==> src/rtl/tcu_drl_align_acc.sv <==
// Alignment and accumulation stage of the DRL FEDP datapath: finds the largest term
// exponent, shifts every term to it, and sums the terms into a WA-bit accumulator with sticky.

package tcu_drl_pkg;
    typedef struct packed {
        logic invalid;
        logic div_zero;
        logic overflow;
        logic underflow;
        logic inexact;
    } fedp_excep_t;
endpackage

module tcu_drl_align_acc
    import tcu_drl_pkg::*;
#(
    parameter int N      = 5,
    parameter int W      = 25,
    parameter int WA     = 30,
    parameter int EXP_W  = 10,
    parameter int C_HI_W = 8
) (
    input  logic                clk,
    input  logic                reset_n,
    input  logic                valid_in,
    output logic                ready_in,
    input  logic [31:0]         req_id_in,
    input  logic [N*EXP_W-1:0]  term_exps,
    input  logic [N*W-1:0]      term_sigs,
    input  logic [N-1:0]        term_mask,
    input  logic                is_int_in,
    input  logic [C_HI_W-1:0]   cval_hi_in,
    input  fedp_excep_t         excep_in,
    output logic                valid_out,
    input  logic                ready_out,
    output logic [31:0]         req_id_out,
    output logic [EXP_W-1:0]    max_exp,
    output logic [WA-1:0]       acc_sig,
    output logic                sticky,
    output logic                is_int_out,
    output logic [C_HI_W-1:0]   cval_hi_out,
    output fedp_excep_t         excep_out
);

    // Shift amounts are one bit wider than the exponents so max - min never wraps.
    localparam int SH_W = EXP_W + 1;
    localparam logic [SH_W-1:0] W_LIM = SH_W'(W);

    // Handshake: a transfer happens on an edge where valid and ready are both 1.
    // S2 advances when it is empty or downstream is ready; S1 advances when it is
    // empty or S2 advances. ready_in depends on ready_out only, never on valid_in.
    logic s1_valid;
    logic s2_adv;
    logic s1_adv;

    assign s2_adv   = !valid_out || ready_out;
    assign s1_adv   = !s1_valid || s2_adv;
    assign ready_in = s1_adv;

    logic signed [EXP_W-1:0] max_c;
    logic [N*SH_W-1:0]       shift_c;
    logic [N-1:0]            mask_c;

    always_comb begin
        logic                    any;
        logic signed [EXP_W-1:0] e;
        max_c   = '0;
        shift_c = '0;
        mask_c  = term_mask;
        any     = 1'b0;
        e       = '0;
        if (is_int_in) begin
            // Integer mode: every term participates unshifted.
            mask_c = '1;
        end else begin
            for (int i = 0; i < N; i++) begin
                e = term_exps[i*EXP_W +: EXP_W];
                if (term_mask[i] && (!any || e > max_c)) begin
                    max_c = e;
                    any   = 1'b1;
                end
            end
            for (int i = 0; i < N; i++) begin
                e = term_exps[i*EXP_W +: EXP_W];
                shift_c[i*SH_W +: SH_W] = {max_c[EXP_W-1], max_c} - {e[EXP_W-1], e};
            end
        end
    end

    logic [EXP_W-1:0]  s1_max;
    logic [N*SH_W-1:0] s1_shift;
    logic [N*W-1:0]    s1_sigs;
    logic [N-1:0]      s1_mask;
    logic [31:0]       s1_id;
    logic              s1_is_int;
    logic [C_HI_W-1:0] s1_cval;
    fedp_excep_t       s1_excep;

    always_ff @(posedge clk) begin
        if (!reset_n) begin
            s1_valid  <= 1'b0;
            s1_max    <= '0;
            s1_shift  <= '0;
            s1_sigs   <= '0;
            s1_mask   <= '0;
            s1_id     <= '0;
            s1_is_int <= 1'b0;
            s1_cval   <= '0;
            s1_excep  <= '0;
        end else if (s1_adv) begin
            s1_valid <= valid_in;
            if (valid_in) begin
                s1_max    <= max_c;
                s1_shift  <= shift_c;
                s1_sigs   <= term_sigs;
                s1_mask   <= mask_c;
                s1_id     <= req_id_in;
                s1_is_int <= is_int_in;
                s1_cval   <= cval_hi_in;
                s1_excep  <= excep_in;
            end
        end
    end

    logic [WA-1:0] sum_c;
    logic          sticky_c;

    always_comb begin
        logic signed [W-1:0]  sig;
        logic signed [WA-1:0] ext;
        logic [SH_W-1:0]      d;
        logic [W-1:0]         low;
        sum_c    = '0;
        sticky_c = 1'b0;
        sig      = '0;
        ext      = '0;
        d        = '0;
        low      = '0;
        for (int i = 0; i < N; i++) begin
            sig = s1_sigs[i*W +: W];
            d   = s1_shift[i*SH_W +: SH_W];
            if (s1_mask[i]) begin
                if (d < W_LIM) begin
                    ext      = {{(WA-W){sig[W-1]}}, sig};
                    ext      = ext >>> d;
                    low      = ~({W{1'b1}} << d);
                    sticky_c = sticky_c | (|(sig & low));
                    sum_c    = sum_c + ext;
                end else begin
                    // Term lies entirely below the accumulator LSB.
                    sticky_c = sticky_c | (|sig);
                end
            end
        end
    end

    always_ff @(posedge clk) begin
        if (!reset_n) begin
            valid_out   <= 1'b0;
            req_id_out  <= '0;
            max_exp     <= '0;
            acc_sig     <= '0;
            sticky      <= 1'b0;
            is_int_out  <= 1'b0;
            cval_hi_out <= '0;
            excep_out   <= '0;
        end else if (s2_adv) begin
            valid_out <= s1_valid;
            if (s1_valid) begin
                req_id_out  <= s1_id;
                max_exp     <= s1_max;
                acc_sig     <= sum_c;
                sticky      <= sticky_c;
                is_int_out  <= s1_is_int;
                cval_hi_out <= s1_cval;
                excep_out   <= s1_excep;
            end
        end
    end

endmodule

==> config.mk <==
export PLATFORM = sky130hd
export DESIGN_NAME = tcu_drl_align_acc
export DESIGN_NICKNAME = d
export VERILOG_FILES = /design/src/rtl/tcu_drl_align_acc.sv
export SDC_FILE = /design/constraint.sdc
export NUM_CORES = 2
export LEC_CHECK = 0
export CAP_MARGIN = 20
export CORE_UTILIZATION = 30
export DETAILED_ROUTE_END_ITERATION = 8
export SLEW_MARGIN = 20
export SYNTH_ARGS = -nofsm -noshare
export SYNTH_HDL_FRONTEND = slang
export SYNTH_SLANG_ARGS = --single-unit
==> constraint.sdc <==
create_clock -name clk -period 19.7 [get_ports clk]
set_input_delay 2.955 -clock clk [delete_from_list [all_inputs] [get_ports clk]]
set_output_delay 2.955 -clock clk [all_outputs]
set_load 0.05 [all_outputs]
Word level (Yosys, flattened, before mapping)
Cells that the tools add are included.
Storage, ports and cells
  flip-flop bits (word level): 330
  output and inout bits: 89
  logic and storage cells: 140
Cells by class
  shifts and indexed selects: 10
  order comparisons: 9
  bitwise gates (word level): 18
  reduce and logical (&&, ||, !) cells: 28
  mux-type cells: 41
  add/subtract/negate cells: 9
Operator list (count)
  30-bit two-way mux: 10
  25-bit OR reduction: 10
  25-bit by 11-bit >>> shifter with 30-bit output: 5
  25-bit bitwise AND: 5
  25-bit inverter: 5
  25-bit by 11-bit << shifter with 25-bit output (first input constant): 5
  30-bit adder: 4
  10-bit two-way mux: 11
  11-bit by 5-bit less-than comparator with 1-bit output (second input constant): 5
  55-bit two-way mux: 1
  10-bit by 10-bit subtractor with 11-bit output: 5
  10-bit greater-than comparator: 4
  1-bit two-way mux: 18
  1-bit bitwise OR: 8
  1-bit logical NOT: 6
  1-bit logical OR: 6
  5-bit two-way mux: 1
  1-bit logical AND: 4
  2-bit AND reduction: 2

Logic depth before layout (Yosys ltp)
  depth in word-level cells: 24
  mapped depth: 62
  gate-level depth less buffers: 57

Worst setup path after synthesis
OpenSTA, ideal clock, no wires.
  path kind: input -> register
  from: input port term_mask[0]
  to: register s1_shift[54]
  data arrival time: 13.641 ns
  slack: 5.988 ns
  stages: 61
  library setup time: 0.070 ns
  path buffers: 5
  path through: clkbuf_1 > nand2_1 > ha_1 > nor2b_1 > o21a_1 > o21a_1 > o21a_1 > o21ai_0 > a21oi_1 > o311a_1 > buf_2 > mux2i_1 > inv_1 > ha_1 > nor2b_1 > o21a_1 > o21a_1 > o21a_1 > [... 25 more ...] > a21oi_1 > o21ai_0 > clkbuf_1 > mux2i_1 > ha_1 > inv_1 > fa_1 > nand2_1 > nand2_1 > a21oi_1 > o21ai_0 > a21oi_1 > o21bai_1 > a21oi_1 > nor2b_1 > nor4b_1 > o21ai_0 > a21oi_1
Between the ends
  longest elaborated chain between the ends: 24
Ends and longest elaborated chain
  from (decl): RTL line 30  | input logic [N-1:0] term_mask,
  10-bit two-way mux / 1-bit two-way mux (equally long branches): RTL line 78  | if (term_mask[i] && (!any || e > max_c)) begin
  10-bit two-way mux / 1-bit two-way mux (equally long branches): RTL line 72  | if (is_int_in) begin
  10-bit greater-than comparator / 1-bit logical NOT (equally long branches): RTL line 78
  1-bit logical OR: RTL line 78
  1-bit logical AND: RTL line 78
  10-bit two-way mux / 1-bit two-way mux (equally long branches): RTL line 78
  10-bit two-way mux / 1-bit two-way mux (equally long branches): RTL line 72
  10-bit greater-than comparator / 1-bit logical NOT (equally long branches): RTL line 78
  [... 8 more ...]
  10-bit two-way mux / 1-bit two-way mux (equally long branches): RTL line 72
  10-bit greater-than comparator / 1-bit logical NOT (equally long branches): RTL line 78
  1-bit logical OR: RTL line 78
  1-bit logical AND: RTL line 78
  10-bit two-way mux *: RTL line 78
  10-bit two-way mux *: RTL line 72
  10-bit by 10-bit subtractor with 11-bit output *: RTL line 85  | shift_c[i*SH_W +: SH_W] = {max_c[EXP_W-1], max_c} - {e[EXP_W-1], e};
  55-bit two-way mux *: RTL line 72
  to (signal assigned): RTL line 114  | s1_shift <= shift_c;
  to (decl): RTL line 91  | logic [N*SH_W-1:0] s1_shift;
Mark *: on every way between the ends. The rest lies on a longest branch, timed or not. The select of a mux whose other input is x is not followed.
A chain may end at the register's enable or synchronous reset.

Worst setup path after layout
Ends and elaborated chain as after synthesis.

==> flow_summary_export.csv <==
group,metric,value,unit
floorplan,row_count,116,
sta,tightestPinTransition,1.25,ns
critical_path,crit_fanout,23,
outcome,status,"complete, no violations",
finish,instances_no_fill,5876,
global_routing,grt_pass1_wl,180000,um
detailed_routing,wl,116000,um
critical_path,critPathKind,"in2reg",
clock_tree,cts-root-buf,"clkbuf_16",
yosys,syn-num-nets,4811,
clock_tree,cts_resized,0,
critical_path,crit_family,"compound AO/OA/AOI/OAI gates",
min_path,hold_path.class,"reg2reg",
clock_tree,cts_tree,"yes",
global_routing,grt_usage,0.218,
yosys,synth-edff-count,0,
critical_path,slowest_delay,0.81,ns
detailed_routing,dr.pass1.iters,6,
yosys,ys_warn_count,0,
clock_tree,insertion_delay,0.61,ns
sta,timing.final.crit_share,0.740,
sta,period_minus_slack,14.58,ns
yosys,synth_area,30700,sq um
yosys,synth_seq_cells,330,
floorplan,die_h,322,um
clock_tree,holdBufCountCts,0,
clock_tree,cts.reportedPaths.clkPinSlew,0.06,ns
critical_path,crit_buf_inv,6,
pwr,pwr_density_cell,114,nW/um^2
detailed_routing,ant_nets,0,
sta,setup_viol,0,
clock_tree,h-tree-depth,2,
placement,place_congestion,0.975,
critical_path,slowest_stage,"clkdlybuf4s50_1",
sta,fmax,0.0686,GHz
floorplan,core_area,101000,sq um
sta,skew,0.0248,ns
finish,syn2layout_area_growth,18.2,%
sta,whs,0.449,ns
global_routing,overflow,0,
placement,hpwlAfterDp,87200,um
detailed_routing,route.detailed.drc,0,
yosys,synth_cells,4370,
pwr,finalPower,4.13,mW
floorplan,dieWidth,322,um
finish,num-nets-final,4928,
sta,rsz0062_at_grt,"no",
sta,setup-tns-final,0,ns
critical_path,crit_required,20.24,ns
finish,drive_gt1_frac,0.0613,
placement,dp.cells,5799,
detailed_routing,post_drt_wl_per_cell,19.8,um
placement,io_buffers,318,
pwr,peakVddDrop,72.5,uV
global_routing,antenna_found_initial,2,
critical_path,arrival,15.12,ns
clock_tree,numCtsBuffers,43,
floorplan,start_util,0.305,
critical_path,worst_setup_path_start_kind,"primary input",
yosys,synth_top_area_cell,"dfxtp_1",
global_routing,grt_max_degree,133,
yosys,synth_flop_cell,"dfxtp_1",
global_routing,grt_pass1_vias,30362,
yosys,yosysTopAreaCellShare,0.215,
sta,max-slew-margin-rel,0.158,
job,maxCapViolations,0,
detailed_routing,drt_iter0_drc,2789,
yosys,yosysUniqueCellTypes,87,
yosys,avgSynthCellArea,7.03,sq um
floorplan,boundaryPins,319,
detailed_routing,route.vias.total,32277,
yosys,async_reset_ff_frac,0,
pwr,leakagePower,14.5,nW
clock_tree,clockBufferDepth,3,
detailed_routing,drt-vias-per-instance,5.49,
yosys,synth.area.top_cells,"dfxtp_1 22%, a21oi_1 10%, nand2_1 9.5%",
yosys,yosysSeqAreaShare,0.215,
clock_tree,post_cts_buffers,0,
floorplan,dieArea,104000,sq um
finish,num-fill-cells,10847,
sta,hold_viol,0,
critical_path,crit_path_frequent_cell,"o21a_1",
critical_path,crit_path_end_kind,"register",
sta,drv_slew,0,
clock_tree,clock-sinks,330,
## flip-flops by register name, indices dropped and copies added (netlist names)
| register | flops |
|---|---|
| s1_cval | 8 |
| sticky | 1 |
| s1_mask | 5 |
| valid_out | 1 |
| req_id_out | 32 |
| max_exp | 10 |
| s1_sigs | 125 |
| s1_shift | 55 |
| is_int_out | 1 |
| s1_id | 32 |
| cval_hi_out | 8 |
| excep_out | 5 |
| s1_excep | 5 |
| s1_is_int | 1 |
| acc_sig | 30 |
| s1_max | 10 |
| s1_valid | 1 |
## cells by family (layout without fill, tap and decap cells)
kind of cell / Yosys count / in the layout / share of synthesized area
XOR/XNOR: 99 / 99 / 0.0287
AO/OA/AOI/OAI: 1472 / 1472 / 0.289
multiplexers: 293 / 293 / 0.110
adder cells (fa/ha/maj): 212 / 212 / 0.0885
buffers and inverters: 448 / 595 / 0.0559
other: 0 / 2 / 0
AND/OR/NAND/NOR: 1516 / 1516 / 0.213
flip-flops: 330 / 330 / 0.215
## path summary, 6_finish.rpt
path | cells after the start | slack [ns] | from | endpoint
worst max-delay path | 59 | 5.12 | term_mask[0] | s1_shift[54]$_SDFFE_PN0P_
worst min-delay path | 2 | 0.45 | s1_id[28]$_SDFFE_PN0P_ | req_id_out[28]$_SDFFE_PN0P_
worst max register to register | 50 | 7.21 | s1_shift[19]$_SDFFE_PN0P_ | acc_sig[29]$_SDFFE_PN0P_
worst min register to register | 2 | 0.45 | s1_id[28]$_SDFFE_PN0P_ | req_id_out[28]$_SDFFE_PN0P_
## placed cells by master (no fill, tap or decap), drive strengths merged, types with 25 or more instances in the layout
cell           netlist  layout
a211oi              69      69
a21boi              25      25
a21o                81      81
a21oi              639     639
a31oi               34      34
and2                27      27
buf                 59      59
clkbuf             245      55
clkdlybuf4s50        0     317
dfxtp              330     330
ha                 202     202
inv                139     143
mux2                75      75
mux2i              191     191
mux4                27      27
nand2              774     774
nand2b              35      35
nand3               78      78
nand4               28      28
nor2               351     351
nor2b               42      42
nor3                74      74
nor4                34      34
o21a                61      61
o21ai              314     314
o31ai               26      26
xnor2               57      57
xor2                41      41
## cell type report
type	instances	area, sq um	area share
multi-input cells	3592	22400	0.617
flip-flops and latches	330	6610	0.182
repair buffers	376	3610	0.0996
well taps	1357	1700	0.0468
clock buffers	55	1200	0.0331
inverters	144	548	0.0151
clock inverters	20	209	0.00576
diodes	2	5.00	0.000138
## report_power, final
part	leakage, nW	internal, mW	switching [mW]
Combinational	11.1	0.972	1.57
Clock	0.689	0.461	0.348
Sequential	2.71	0.715	0.0615
Total	14.5	2.15	1.98
## stage by stage
| stage | worst slack, ns | area, sq um | util |
|---|---|---|---|
| floorplan | 5.99 | 30700 | - |
| global placement | 4.65 | 34900 | 0.346 |
| detailed placement | 4.52 | 34900 | 0.346 |
| CTS | 5.15 | 36300 | 0.360 |
| global route | 4.11 | 36300 | 0.360 |
| finish | 5.12 | 36300 | 0.360 |
## worst register-to-register path: cells and delay by family, from the launching register on
family,cells,cell delay [ns]
xor gates and xnor gates,3,0.64
DFF,1,0.32
buffers and inverters,1,0.08
and+or+nand+nor,14,3.54
muxes,1,0.31
AOI/OAI and AO/OA,27,6.10
adders and majority gates,4,1.41
## cell usage after synthesis (34+ instances only)
library cell and instances:
dfxtp_1 330, xnor2_1 57, o21ai_0 307, xor2_1 41, o21a_1 61, nor2b_1 42
mux2_2 75, nand3_1 78, a21oi_1 639, a211oi_1 68, nand2b_1 35, a21o_1 81
ha_1 202, nor2_1 348, buf_1 36, nor3_1 73, mux2i_1 191, clkbuf_1 245
nand2_1 774, a31oi_1 34, inv_1 138
## routing by layer
layer  GRT usage  up-vias  share of wire
met2       0.353     1027           0.45
met5           0        -              0
met3      0.0392      139          0.071
met1       0.295    15183           0.45
met4      0.0582        0          0.025
li1            -    15928              -
Power figures use the tool's default switching activity.
